<file path="src/rtl/wbr_chain.sv">
// P1500 wrapper boundary register: WIDTH shift/capture cells, each backed by an
// update cell that drives the core boundary while test_mode is high.
module wbr_chain #(
  parameter int unsigned           WIDTH   = 3,
  parameter logic [WIDTH-1:0]      UPD_RST = '0
) (
  input  logic             clk,
  input  logic             WRST,
  input  logic             WSI,
  output logic             WSO,
  input  logic             ShiftWR,
  input  logic             CaptureWR,
  input  logic             UpdateWR,
  input  logic             test_mode,
  input  logic [WIDTH-1:0] cfi,
  output logic [WIDTH-1:0] cfo
);

  logic [WIDTH-1:0] sr_r;
  logic [WIDTH-1:0] ur_r;
  logic [WIDTH-1:0] sr_next_s;

  // Shift/capture next state: shift wins over capture, WSI enters at the MSB.
  always_comb begin
    sr_next_s = sr_r;
    if (ShiftWR) begin
      sr_next_s = {WSI, sr_r[WIDTH-1:1]};
    end else if (CaptureWR) begin
      sr_next_s = cfi;
    end else begin
      sr_next_s = sr_r;
    end
  end

  // Shift/capture stage register.
  always_ff @(posedge clk or posedge WRST) begin
    if (WRST) begin
      sr_r <= {WIDTH{1'b0}};
    end else begin
      sr_r <= sr_next_s;
    end
  end

  // Update stage samples the pre-edge shift stage, independent of shift/capture.
  always_ff @(posedge clk or posedge WRST) begin
    if (WRST) begin
      ur_r <= UPD_RST;
    end else if (UpdateWR) begin
      ur_r <= sr_r;
    end else begin
      ur_r <= ur_r;
    end
  end

  // Serial output comes straight from cell 0; boundary mux selects update stage in test mode.
  always_comb begin
    WSO = sr_r[0];
    if (test_mode) begin
      cfo = ur_r;
    end else begin
      cfo = cfi;
    end
  end

endmodule

</file>
<file path="config.mk">
export PLATFORM = sky130hd
export DESIGN_NAME = wbr_chain
export DESIGN_NICKNAME = d
export VERILOG_FILES = /design/src/rtl/wbr_chain.sv
export SDC_FILE = /design/constraint.sdc
export NUM_CORES = 1
export LEC_CHECK = 0
export CORE_AREA = 2 2 39 41
export DETAILED_ROUTE_END_ITERATION = 8
export DIE_AREA = 0 0 41 43
export PLACE_DENSITY = 0.56
export SYNTH_ARGS = -nofsm -noshare
export SYNTH_HDL_FRONTEND = slang
export SYNTH_SLANG_ARGS = --single-unit
</file>
<file path="constraint.sdc">
create_clock -name clk -period 0.9 [get_ports clk]
set_input_delay 0.18 -clock clk [delete_from_list [all_inputs] [get_ports clk]]
set_output_delay 0.18 -clock clk [all_outputs]
set_load 0.05 [all_outputs]
</file>
==> results of run 1 <==
==> layout make-up <==
class                           instances  area (um2)
Tap cell                               16        20.0
Sequential cell                         6         151
Fill cell                             142         870
Multi-Input combinational cell         15         135
Inverter                                1        3.75
Timing Repair Buffer                   17         178
Clock buffer                            4        26.3
==> placed cells by master, fill, tap and decap left out, types with 3 or more instances in the layout <==
master	Yosys	final
dlygate4sd2_1	0	6
dfrtp_1	6	5
buf_4	0	4
mux2i_1	3	3
nand2_1	3	3
o21ai_1	3	3
mux2_2	6	3
mux2_4	0	3
clkbuf_4	0	3
clkdlybuf4s50_1	0	3
buf_8	0	3
==> critical path, cell delays in order, from the launching register on <==
cell and delay [ps]:
dfrtp_1 380, mux2_4 270, buf_8 150
==> sequential cells by signal, indices dropped and copies added, names as in the netlist <==
signal	count
sr_r	3
ur_r	3
==> what timing repair did <==
| action | in CTS | in global routing |
|---|---|---|
| pin swaps | 0 | 0 |
| setup endpoints to repair | 8 | 4 |
| hold endpoints to repair | 0 | 0 |
| setup buffers | 1 | 1 |
| gates resized for setup | 12 | 0 |
==> through the flow <==
| step | hold WS, ps | utilization | setup slack (ps) | power (W) |
|---|---|---|---|---|
| 2_1_floorplan | -29.1 | - | -8.62 | 0.000487 |
| 3_3_place_gp | 401 | 0.331 | -516 | 0.000605 |
| 3_5_place_dp | 411 | 0.331 | -533 | 0.000611 |
| 4_1_cts | 157 | 0.366 | -318 | 0.000906 |
| 5_1_grt | 166 | 0.372 | -355 | 0.000964 |
| 6_report | 157 | 0.372 | -318 | 0.000905 |
==> metal layers <==
| metal | up-vias | wire length, um |
|---|---|---|
| met2 | 9 | 420 |
| met5 | - | 0 |
| met3 | 0 | 47 |
| li1 | 120 | - |
| met4 | 0 | 0 |
| met1 | 105 | 190 |
==> report_power, final <==
part	internal, W	switching (W)	leakage [nW]
Combinational	0.000169	0.000145	0.165
Sequential	0.000307	0.0000258	0.0722
Clock	0.000167	0.0000895	0.0150
==> logic make-up after synthesis <==
logic type,count (synthesis)
mux,9
compound gates,3
buf+inv,1
flops,6
simple gates,3
==> how the worst max path moves through the flow <==
| stage | startpoint | to | slack, ps | depth (start not counted) |
|---|---|---|---|---|
| 2_1_floorplan | sr_r[0] | ur_r[0] | -9 | 1 |
| 6_report | ur_r[2] | cfo[2] | -320 | 2 |
| 3_3_place_gp | test_mode | cfo[0] | -520 | 3 |
| 5_1_grt | ur_r[2] | cfo[2] | -360 | 2 |
| 3_5_place_dp | test_mode | cfo[2] | -530 | 3 |
| 4_1_cts | ur_r[1] | cfo[1] | -320 | 2 |
==> impl_results.md, run 1 <==
- Status: finished with violations
- Failing checks: setup timing
- Via count: 234
- DIE WIDTH: 41 um
- Area of the die: 1760 um2
- Mux share of post-synthesis cell area: 0.351
- Non-filler cells, final: 59
- Gate Count Post-Synth: 22
- Post-Place Cell Area: 458 um2
- CTS clk-pin slew, worst paths: 50 ps
- Mapped Avg Cell Area: 12.6 um2
- XOR/XNOR share of the synthesized area: 0
- Synth area leader: dfrtp_1
- Synth top cells by count: 6 x dfrtp_1, 6 x mux2_2, 3 x mux2i_1, 3 x nand2_1, 3 x o21ai_1
- Deepest clock path buffer count: 2
- Area growth syn-to-layout: 85.1%
- RSZ-0062 raised after global routing: true
- Count of cell types in the netlist: 6
- Setup Skew: 3.29 ps
- Max-slew headroom at the worst pin: 0.850
- Post-Synth Adder-Cell Area: 0
- Netlist Area Pre-Place: 278 um2
- Initial DRC count: 1
- FF-to-FF End: ur_r[0]
- Critical path type: flop to primary output
- Overflow after GRT: 0
- Row count: 14
- Worst Path Arrival: 1040 ps
- Total Routed Length: 658 um
- Routed length per instance: 11.2 um
- Synth area leaders: dfrtp_1 54%, mux2_2 24%, mux2i_1 11%
- Post-synth top area share: 0.541
- Register-to-register setup slack: -70 ps
- CTS Root Cell: clkbuf_4
- Vias per cell: 3.97
- Final period util: 1.35
- Crit. End Element: primary output
- Largest net degree at the start of global routing: 7
- Antenna violation net count after detailed routing: 0
- Final hold vios: 0
- Simple-Gate Fraction of Synth Area: 0.0405
- Vias in the first global route: 256
- GPL Wtd Cong: 0.576
- Pleak: 0.252 nW
- Max_cap viols: 0
- Clock sink total: 6
- VDD IR max: 0.448 mV
- CTS tree: built
- Total power density per cell area: 1760 nW/um2
- Worst setup margin: -318 ps
- Design area: 514 um2
- Post-DP HPWL: 533 um
- Io pins: 14
- Die Height: 43 um
- Initial Util: 0.201
- GR Util All Layers: 0.0860
- R2R cell count: 3
- Share of cells above drive strength 1: 0.419
- Port bufs: 13
- Met3 Use GR: 0.0314
- Worst skew pair latency: 240 ps
- Sequential share of the synthesized area: 0.541
- Data required, critical path: 720 ps
- Final TNS setup: -1100 ps
- DRC: 0
- CP Launch Type: flop
- CTS buffer count: 3
- Final min period: 1220 ps
- First-pass GRT wire length: 945 um
- Antenna fix cells: 0
- Tightest Pin Transition: 224 ps
- Cells after DPL: 53
- Initial antenna violation count: 0
- Post-synth top flop: dfrtp_1
- Seq cells post-synth: 6
- Max Freq: 821 MHz
- Compound-Gate Fraction of Synth Area: 0.0541
- Combinational family with the most area after synthesis: multiplexers
- Setup violators final: 5
- Worst reg2reg startpoint: ur_r[0]
- Initial DRT Pass Iterations: 2
- GRT busiest layer: met2
- Met2 Use GR: 0.169
- H-tree levels: 1
- Slew Viols, Final: 0
- Post-CTS Hold Buffers: 0
- Crit path max fanout: 2
- Nets: 54
- Synthesized Nets: 32
- Yosys warning total: 0
- EDFF count, synth: 0
- Min-delay worst type: input port to async pin
- Async set-reset flop share out of synthesis: 1.00
- Core ar.: 1380 um2
- Met1 GRT Util: 0.0528
Note: power is estimated with default switching activity, not from simulation.
==> inputs of run 2 (changes only) <==
==> constraint.sdc (replaced) <==
create_clock -name clk -period 0.9 [get_ports clk]
set_input_delay 0.18 -clock clk [delete_from_list [all_inputs] [get_ports clk]]
set_output_delay 0.18 -clock clk [all_outputs]
set_load 0.02 [all_outputs]
==> run 2 against run 1 <==
Compared with the run above:
- the flow still finishes with violations (setup timing)
- flip-flop and latch count did not move
- combinational power shrank 20%
- sequential share of layout area up 0.12 points
- sequential power shrank 2%
- maximum frequency up 3.1%
- first-iteration DRC count grew to 3.0 times the previous value
- register-to-register slack improved by 90 ps
- non-clock buffer count up 1
- critical path type unchanged
- critical endpoint is now cfo[1]
==> impl_results.md, run 2 (same netlist as run 1, synthesis figures left out) <==
- Fill cells: 148
- CP max-delay cell: dfrtp_1
- Final hold vios: 0
- Largest net degree at the start of global routing: 7
- Crit. End Element: primary output
- Slew Viols, Final: 0
- Initial DRC count: 3
- Share of cells above drive strength 1: 0.419
- Worst skew pair latency: 240 ps
- Vias in the first global route: 279
- Area of the die: 1760 um2
- Pleak: 0.263 nW
- Setup Skew: 4.92 ps
- Worst Path Arrival: 1000 ps
- Vias per cell: 4.22
- DIE WIDTH: 41 um
- CTS tree: built
- CTS clk-pin slew, worst paths: 50 ps
- CTS Root Cell: clkbuf_4
- Port bufs: 13
- Io pins: 14
- RSZ-0062 raised after global routing: true
- Antenna violation net count after detailed routing: 0
- Via count: 249
- Max-slew headroom at the worst pin: 0.836
- Crit path max fanout: 2
- VDD IR max: 0.518 mV
- Data required, critical path: 720 ps
- First-pass GRT wire length: 1.10 mm
- Antenna fix cells: 0
- Post-Place Cell Area: 450 um2
- Core ar.: 1380 um2
- Overflow after GRT: 0
- Final TNS setup: -889 ps
- Setup violators final: 4
- Commonest non-fill, non-tap cell in the layout: dfrtp_1
- Status: finished with violations
- Max Freq: 847 MHz
- Initial antenna violation count: 0
- GR Util All Layers: 0.0960
- Min-delay worst type: input port to async pin
- Total power density per cell area: 1620 nW/um2
- Worst setup margin: -281 ps
- Nets: 55
- H-tree levels: 1
- CP bufs+invs: 1
- Final Total Pwr: 0.000821 W
- Die Height: 43 um
- Crit-path cells: mux2_4 > buf_6
- Routed length per instance: 11.4 um
- DRC: 0
- Commonest cells after routing, fill and taps aside: 6 x dfrtp_1, 5 x dlygate4sd2_1, 5 x buf_6
- CP Launch Type: flop
- Area growth syn-to-layout: 82.9%
- Cell class contributing the biggest share of worst-path delay: flip-flops
- Initial DRT Pass Iterations: 4
- Max_cap viols: 0
- Final period util: 1.31
- Total Routed Length: 670 um
- Clock sink total: 6
- Biggest regs: sr_r: 3 flops, ur_r: 3 flops
- Initial Util: 0.201
- Critical path type: flop to primary output
- Final min period: 1180 ps
- Cells after DPL: 54
- Design area: 508 um2
- GPL Wtd Cong: 0.654
- Row count: 14
- Non-filler cells, final: 59
- Deepest clock path buffer count: 2
- Tightest Pin Transition: 245 ps
- CTS buffer count: 3
- Failing checks: setup timing
- Crit-path max cell delay: 370 ps
- Worst hold slack: 167 ps
## run 2: what timing repair did
| item | in CTS | in global routing |
|---|---|---|
| buffers inserted | 2 | 0 |
| setup endpoints to repair | 7 | 9 |
| resized for setup | 33 | 2 |
| hold buffers | 0 | 0 |
## run 2: report_power, final
| part | switching, W | internal [W] |
|---|---|---|
| sequential | 0.0000212 | 0.000306 |
| combinational | 0.0000926 | 0.000159 |
| clock | 0.0000914 | 0.000150 |
| total | 0.000205 | 0.000615 |
## run 2: metal layers
| metal | global-route usage | up-vias | routed length [um] |
|---|---|---|---|
| met3 | 0.0366 | 0 | 76 |
| li1 | - | 120 | - |
| met5 | 0 | - | 0 |
| met2 | 0.134 | 14 | 297 |
| met4 | 0.0800 | 0 | 0 |
| met1 | 0.108 | 115 | 296 |
## run 2: path summary, 6_finish.rpt
path | startpoint | endpoint | slack (ps) | cells after the start
max in group asynchronous | WRST | ur_r[2] | 530 | 2
worst max register to register | sr_r[0] | ur_r[0] | 20 | 2
worst min register to register | sr_r[1] | sr_r[0] | 500 | 2
worst max-delay path | ur_r[1] | cfo[1] | -280 | 2
worst min-delay path | WRST | sr_r[1] | 170 | 2
min in group clk | CaptureWR | sr_r[0] | 370 | 3
## run 2: area by class of cell
class / count / area, um2 / share of cell area
multi-input cells: 15 / 139 / 0.273
inverters: 1 / 3.75 / 0.00739
clock buffers: 3 / 22.5 / 0.0443
well taps: 16 / 20.0 / 0.0394
repair buffers: 18 / 173 / 0.340
flip-flops and latches: 6 / 150 / 0.296
## run 2: through the flow
| step | util | worst slack, ps |
|---|---|---|
| floorplan | - | 60.1 |
| global placement | 0.325 | -878 |
| detailed placement | 0.325 | -898 |
| CTS | 0.363 | -288 |
| global route | 0.367 | -327 |
| finish | 0.367 | -281 |
## run 2: worst register-to-register path, delay by kind of cell, from the launching register on
kind,cells,cell delay (ps)
buffers and inverters,1,130
multiplexers,1,240
flip-flops,1,390
